**src/rtl/alu_result_stage.sv**
```systemverilog
// alu_result_stage: EX->MEM boundary register with a two-entry skid buffer.
// Captures the ALU result and flags, resolves BEQ/BNE, suppresses the register
// write on signed overflow or a reserved op_code, and raises sticky exception
// flags. Output side is a valid/ready handshake; in_ready is registered.
//
// Optional feature: define ALU_RESULT_STAT_EN to add saturating statistics
// counters stat_retired / stat_exc (width CNT_W).
//
// Ports:
//   clk, rst                       clock, asynchronous active-high reset
//   in_valid / in_ready            upstream handshake
//   Z, overflow, equal, zero       ALU result and flags
//   op_code, br_type, br_target    op code, branch kind, branch target
//   rd, we                         destination register and write request
//   out_valid / out_ready          downstream handshake
//   out_result, out_rd, out_we,
//   out_zero                       captured entry (main slot)
//   br_taken, br_addr              taken-branch pulse and held target
//   exc_ovf, exc_illegal           sticky exception flags
//   exc_clear                      clears sticky flags (set wins)
//   stat_retired, stat_exc         statistics (ALU_RESULT_STAT_EN only)
module alu_result_stage #(
    parameter int unsigned N    = 32,
    parameter int unsigned RD_W = 5
`ifdef ALU_RESULT_STAT_EN
    ,
    parameter int unsigned CNT_W = 16
`endif
) (
    input  logic            clk,
    input  logic            rst,
    input  logic            in_valid,
    output logic            in_ready,
    input  logic [N-1:0]    Z,
    input  logic            overflow,
    input  logic            equal,
    input  logic            zero,
    input  logic [3:0]      op_code,
    input  logic [1:0]      br_type,
    input  logic [N-1:0]    br_target,
    input  logic [RD_W-1:0] rd,
    input  logic            we,
    output logic            out_valid,
    input  logic            out_ready,
    output logic [N-1:0]    out_result,
    output logic [RD_W-1:0] out_rd,
    output logic            out_we,
    output logic            out_zero,
    output logic            br_taken,
    output logic [N-1:0]    br_addr,
    output logic            exc_ovf,
    output logic            exc_illegal,
    input  logic            exc_clear
`ifdef ALU_RESULT_STAT_EN
    ,
    output logic [CNT_W-1:0] stat_retired,
    output logic [CNT_W-1:0] stat_exc
`endif
);

    localparam logic [3:0] OP_ADD         = 4'b0101;
    localparam logic [3:0] OP_SUB         = 4'b0110;
    localparam logic [3:0] OP_ILLEGAL_MIN = 4'd11;

    typedef enum logic [1:0] {
        EMPTY = 2'd0,
        ONE   = 2'd1,
        TWO   = 2'd2
    } state_t;

    state_t state;

    logic            accept;
    logic            deliver;
    logic            illegal;
    logic            ovf;
    logic            is_branch;
    logic            taken;
    logic            in_we;
    logic [N-1:0]    in_result;

    logic [N-1:0]    skid_result;
    logic [RD_W-1:0] skid_rd;
    logic            skid_we;
    logic            skid_zero;

    // Handshake events and per-entry decode of the incoming ALU result
    assign accept    = in_valid & in_ready;
    assign deliver   = out_valid & out_ready;
    assign illegal   = (op_code >= OP_ILLEGAL_MIN);
    assign ovf       = overflow & ((op_code == OP_ADD) | (op_code == OP_SUB));
    assign is_branch = (br_type == 2'b01) | (br_type == 2'b10);
    assign taken     = ((br_type == 2'b01) & equal) | ((br_type == 2'b10) & ~equal);
    assign in_we     = we & ~ovf & ~illegal & ~is_branch;
    assign in_result = illegal ? '0 : Z;

    // Skid-buffer state machine; main slot drives the out_* ports directly
    always_ff @(posedge clk or posedge rst) begin
        if (rst) begin
            state       <= EMPTY;
            out_valid   <= 1'b0;
            in_ready    <= 1'b1;
            out_result  <= '0;
            out_rd      <= '0;
            out_we      <= 1'b0;
            out_zero    <= 1'b0;
            skid_result <= '0;
            skid_rd     <= '0;
            skid_we     <= 1'b0;
            skid_zero   <= 1'b0;
        end else begin
            case (state)
                EMPTY: begin
                    if (accept) begin
                        out_result <= in_result;
                        out_rd     <= rd;
                        out_we     <= in_we;
                        out_zero   <= zero;
                        state      <= ONE;
                        out_valid  <= 1'b1;
                        in_ready   <= 1'b1;
                    end
                end
                ONE: begin
                    if (accept && deliver) begin
                        out_result <= in_result;
                        out_rd     <= rd;
                        out_we     <= in_we;
                        out_zero   <= zero;
                    end else if (accept) begin
                        // Downstream stalled: park the new entry behind main
                        skid_result <= in_result;
                        skid_rd     <= rd;
                        skid_we     <= in_we;
                        skid_zero   <= zero;
                        state       <= TWO;
                        in_ready    <= 1'b0;
                    end else if (deliver) begin
                        state     <= EMPTY;
                        out_valid <= 1'b0;
                    end
                end
                TWO: begin
                    if (deliver) begin
                        out_result <= skid_result;
                        out_rd     <= skid_rd;
                        out_we     <= skid_we;
                        out_zero   <= skid_zero;
                        state      <= ONE;
                        in_ready   <= 1'b1;
                    end
                end
                default: begin
                    state     <= EMPTY;
                    out_valid <= 1'b0;
                    in_ready  <= 1'b1;
                end
            endcase
        end
    end

    // Branch pulse and held target, independent of downstream stall
    always_ff @(posedge clk or posedge rst) begin
        if (rst) begin
            br_taken <= 1'b0;
            br_addr  <= '0;
        end else begin
            br_taken <= accept & taken;
            if (accept && taken) begin
                br_addr <= br_target;
            end
        end
    end

    // Sticky exception flags; a same-cycle set overrides the clear
    always_ff @(posedge clk or posedge rst) begin
        if (rst) begin
            exc_ovf     <= 1'b0;
            exc_illegal <= 1'b0;
        end else begin
            if (accept && ovf) begin
                exc_ovf <= 1'b1;
            end else if (exc_clear) begin
                exc_ovf <= 1'b0;
            end
            if (accept && illegal) begin
                exc_illegal <= 1'b1;
            end else if (exc_clear) begin
                exc_illegal <= 1'b0;
            end
        end
    end

`ifdef ALU_RESULT_STAT_EN
    // Saturating statistics; clear takes priority over a same-cycle increment
    always_ff @(posedge clk or posedge rst) begin
        if (rst) begin
            stat_retired <= '0;
            stat_exc     <= '0;
        end else if (exc_clear) begin
            stat_retired <= '0;
            stat_exc     <= '0;
        end else begin
            if (deliver && (stat_retired != '1)) begin
                stat_retired <= stat_retired + CNT_W'(1);
            end
            if (accept && (ovf || illegal) && (stat_exc != '1)) begin
                stat_exc <= stat_exc + CNT_W'(1);
            end
        end
    end
`endif

endmodule
```
**config.mk**
```make
export PLATFORM = sky130hd
export DESIGN_NAME = alu_result_stage
export DESIGN_NICKNAME = d
export VERILOG_FILES = /design/src/rtl/alu_result_stage.sv
export SDC_FILE = /design/constraint.sdc
export NUM_CORES = 1
export LEC_CHECK = 0
export ABC_AREA = 1
export BUFFER_PORTS_ARGS = -buffer_cell sky130_fd_sc_hd__buf_2
export CAP_MARGIN = 20
export CORE_ASPECT_RATIO = 1.4
export CORE_MARGIN = 8
export CORE_UTILIZATION = 51
export DETAILED_ROUTE_END_ITERATION = 16
export GPL_TIMING_DRIVEN = 0
export HOLD_SLACK_MARGIN = 0.06
export MAX_ROUTING_LAYER = met4
export PLACE_DENSITY = 0.8
export SYNTH_ARGS = -nofsm -noshare
export SYNTH_HDL_FRONTEND = slang
export SYNTH_SLANG_ARGS = --single-unit
export TNS_END_PERCENT = 30
```
**constraint.sdc**
```tcl
create_clock -name clk -period 4.8 [get_ports clk]
set_input_delay 0.48 -clock clk [delete_from_list [all_inputs] [get_ports clk]]
set_output_delay 0.48 -clock clk [all_outputs]
set_load 0.01 [all_outputs]
```
-- Yosys cells after proc, flatten, opt, wreduce, memory -nomap -nowiden
Index checks and enable logic that the tools add are counted.
- $lt $le $gt $ge: 1
- equal/unequal tests: 14
- mux-type cells: 35
- bitwise logic cells: 18
- reduce and logical (&&, ||, !) cells: 13
- operator list (operator ; number):
    $mux 32 ; 4
    $pmux 32 s3 ; 1
    $mux 1 ; 16
    $mux 5 ; 3
    $pmux 5 s3 ; 1
    $ne 2x2->1 const B ; 7
    $pmux 1 s3 ; 4
    $reduce_and 4->1 ; 3
    $mux 2 ; 5
    $and 1x1->1 ; 9
    $eq 4x3->1 const B ; 2
    $not 1->1 ; 6
    $pmux 2 s3 ; 1
    $reduce_and 5->1 ; 1
    $eq 2x1->1 const B ; 2
    $eq 2x2->1 const B ; 2
    $ge 4x4->1 const B ; 1
    $logic_and 1x1->1 ; 4
    $reduce_bool 2->1 ; 2
    $ne 3x3->1 const B ; 1
    $or 1x1->1 ; 3
    $reduce_and 3->1 ; 1
    $reduce_bool 3->1 ; 1
    $logic_not 2->1 ; 1
- register bits after elaboration: 117
- input port bits: 84
- output and inout port bits: 76
- logic and storage cells: 96

-- Depth between registers and ports, before layout
- word-level depth: 9
- depth in mapped cells: 9
- mapped depth without buffers: 8

-- Worst setup path after synthesis
No wires, ideal clock.
- path type: input -> register
- from: input port br_type[0]
- to: register br_addr[10]
- library setup time: 0.116 ns
- data arrival time: 1.396 ns
- data required time: 4.684 ns
- path slack: 3.287 ns
- stages: 8
- path buffers: 1
- cell sequence: inv_1 > ha_1 > or2_2 > nand3_2 > inv_1 > buf_4 > nand2_1 > nand2_1
- cells in the longest elaborated chain, start to end: 4
- elaborated cells between the ends (all ways): 6
- those cells by class: eq/ne (2); bitwise (3); reduce/logical (1)
- ends and longest elaborated chain (element ; line ; text):
    start, declared ; 39 ; input logic [1:0] br_type,
    $eq 2x1->1 / $eq 2x2->1 (equally long branches) ; 93 ; assign taken = ((br_type == 2'b01) & equal) | ((br_type == 2'b10) & ~equal);
    $and 1x1->1 ; 93 ;
    $or 1x1->1 (*) ; 93 ;
    $logic_and 1x1->1 (*) ; 169 ; if (accept && taken) begin
    end signal, assigned ; 170 ; br_addr <= br_target;
    end, declared ; 50 ; output logic [N-1:0] br_addr,
Mark *: on every way between the ends. The rest lies on a longest branch, timed or not.
A chain may end at the register's enable or synchronous reset.

-- Worst setup path in the final report
- from: register in_ready
- to: register skid_result[13]
- cells in the longest elaborated chain, start to end: 4
- ends and longest elaborated chain (element ; line ; text):
    start, declared ; 33 ; output logic in_ready,
    start signal, assigned ; 102 ; in_ready <= 1'b1;
    start signal, assigned ; 121 ; in_ready <= 1'b1;
    start signal, assigned ; 137 ; in_ready <= 1'b0;
    $and 1x1->1 (*) ; 88 ; assign accept = in_valid & in_ready;
    $logic_and 1x1->1 ; 125 ; if (accept && deliver) begin
    $not 1->1 (no source line) ; -- ;
    $reduce_and 3->1 (no source line) (*) ; -- ;
    end signal, assigned ; 132 ; skid_result <= in_result;
    end, declared ; 82 ; logic [N-1:0] skid_result;
Marks and branches as above.

==> summary.md <==
The flow ran to the end, and the final reports show no timing, DRC or antenna violations. The number of port buffers was 159; the H-tree depth was 4. The library cell with the highest instance count after synthesis is nand2_1. The tools report the number of max-slew violations in the final report as 0. Synthesis handed over a netlist of 644 instances. Ranked by total cell area, the synthesized netlist is headed by dfrtp_1, nand2_1, nor2_1. At the later pin of the worst-skew pair, clock insertion delay measures 410 ps. After synthesis, the netlist uses 21 different library cells. The synthesized design devotes to its leading area cell type 56.9% of total area. The post-route netlist has 26.6% of its cells at a drive strength greater than 1. The logs give 0 for the hold violation total from the final report and 0 for the count of nets left with antenna violations after detail routing. Final routed wire length divided by cell count: 14.3 microns. The post-synthesis instance area is 5100 sq um, and the largest net degree at the start of global routing is 69. The logs give 0.797 for the routability congestion estimate and 0 for the initial antenna violation count. The total routed wirelength came out at 13900 microns.

The number of diodes added for antenna fixing was 0; the post-CTS setup repair buffer count was 0. For this design the static power due to leakage is 3.86 nW. 160 I/O pins were placed.

TritonCTS built the clock tree. Of all flip-flops after synthesis, the portion carrying an async set or reset was 100%. The via count of the routed design is 4737, and the total of hold buffers inserted after clock tree synthesis is 0.

The most used flip-flop cell after synthesis is dfrtp_1. Total negative slack for setup checks: 0 ps. The final setup violation count was 0; the maximum clock path buffer count was 2. Setup repair after global routing left no endpoint under its margin.

Number of DRC violations after detailed routing: 0. The critical path start-end classification was register to register. For the sum of internal, switching and leakage power, the log shows 2.16 mW. STA classifies the critical path startpoint as a register. Measured along the y axis, the die boundary spans 134 microns. The total area inside the core boundary comes to 9850 sq um.

Along the worst path, the maximum fanout reaches 10. Clock-pin slew was measured on the worst setup and hold paths at 50 ps. In this run, synthesis produced a sequential element count of 117. At the end of the flow, the number of nets in the layout was 909. The area of the die is 13500 sq um. During synthesis, Yosys emitted a total of 0 warnings.

The final clock skew is 8.52 ps, and the synthesized netlist net count is 730. Detailed placement ended at an HPWL of 10300 microns. The post-cts sizing count was 0. For the pin with the worst max-slew slack, the measured transition is 868 ps.

The area growth from synthesis to layout is 29.4%. Once layout is done, the placed cells without fillers occupy 6600 sq um. For this run the aggregate overflow at the end of global routing stands at 0. A synthesized cell averages 7.92 sq um. The initialized floorplan defines 43 standard-cell rows. The worst path arrival time came out at 1940 ps. The type of destination of the critical path was a register. After synthesis, the most frequently instantiated cells are nand2_1, dfrtp_1, nor2_1. For the sequential cell area fraction in the yosys report, the log shows 57.5%.

Summing all placed instances gives a cell area of 6090 sq um. Across the run, the number of max-cap violations was 0. The number of global-route vias before repair is 4980.

The tools report the data required time at the worst endpoint as 5080 ps. The root buffer selected by CTS was clkbuf_16. The detailed-router iteration count before antenna repair was 5.

Of the available clock period, the critical path in the final layout requires 34.5%. The worst relative slew slack was 42.1%; the shortest clock period the worst path allows after layout was 1660 ps. After detailed routing, the number of vias per cell comes to 4.89.

For this run, the total global-route usage over all layers was measured as 22.1%. The largest area contributor in the netlist was dfrtp_1. Timing would allow up to 0.604 GHz.

The first global-routing pass estimated 23100 microns of wire. CTS saw 117 sinks. The tools report the total clock buffers created by CTS as 17.

The min-delay analysis places its worst path in the category input pin to asynchronous set/reset pin. Peak ir drop on the vdd network: 0.238 mV. The die is 100 microns wide. The power per standard cell area was 327 nW/um^2. The initial utilization of the core area, before any placement, comes to 51.8%. The count of flip-flops with a built-in enable after synthesis works out to 0. The first routing iteration left 281 violations.
[report_power, final]
| part | switching [mW] | internal, mW | leakage [nW] |
|---|---|---|---|
| logic | 0.0503 | 0.0335 | 2.01 |
| clock network | 0.409 | 0.675 | 0.247 |
| registers | 0.0000000000000000166 | 0.988 | 1.60 |
| total | 0.459 | 1.70 | 3.86 |
[final cells by class]
cell class | count | area, sq um
multi-input combinational | 471 | 1870
clock inverter | 5 | 27.5
buffer | 32 | 204
clock buffer | 25 | 475
fill | 846 | 3250
sequential | 117 | 2930
inverter | 24 | 92.6
timing repair buffer | 160 | 823
tap | 135 | 169
[per-stage QoR]
step	hold slack, ps	utilization (%)	instances	worst slack, ps
3_3_place_gp	456	61.6	938	92.0
6_report	237	67.0	969	3140
2_1_floorplan	496	-	644	1220
3_5_place_dp	462	61.9	939	3040
5_1_grt	266	67.0	969	3050
4_1_cts	244	67.0	969	3110
[path summary, 6_finish.rpt]
| path | to | slack, ps | depth (start not counted) | startpoint |
|---|---|---|---|---|
| max in group asynchronous | in_ready | 3740 | 3 | rst |
| max reg2reg | skid_result[13] | 3140 | 5 | in_ready |
| min in group clk | br_addr[15] | 260 | 3 | br_target[15] |
| min reg2reg | out_result[12] | 470 | 2 | out_result[12] |
| min | br_addr[3] | 240 | 2 | rst |
| max | skid_result[13] | 3140 | 5 | in_ready |
[cell usage in the layout (no fill, tap or decap), drive strengths merged]
master / n
a211oi: 1
a21oi: 34
buf: 190
clkbuf: 27
clkinv: 4
clkinvlp: 1
dfrtp: 116
dfstp: 1
ha: 2
inv: 24
nand2: 309
nand3: 3
nor2: 106
o21ai: 13
o22ai: 2
or2: 1
[metal layers]
metal,track usage [%],wire length [microns]
met2,36.5,7000
met4,7.85,139
met3,7.31,1080
met5,-,0
met1,24.4,5650
[kinds of logic (layout without fill, tap and decap cells)]
logic type                 after synthesis  after routing  share of synthesized area [%]
buffers and inverters                   56            246                           5.77
adders and majority gates                2              2                          0.491
DFF                                    117            117                           57.5
and+or+nand+nor                        419            419                           31.3
AOI/OAI and AO/OA                       50             50                           5.01
[registers in the layout, summed over array words and instances, names as in the netlist]
name         cells
br_addr         32
out_result      32
skid_result     32
out_rd           5
skid_rd          5
state            2
br_taken         1
exc_illegal      1
exc_ovf          1
in_ready         1
out_valid        1
out_we           1
out_zero         1
skid_we          1
skid_zero        1
[critical path, stage by stage, from the launching register on]
cell and delay, ps:
dfstp_2 560, nand2_1 150, nor2_2 300, buf_4 230
buf_4 180, a21oi_1 110
(Power assumes the default switching activity.)
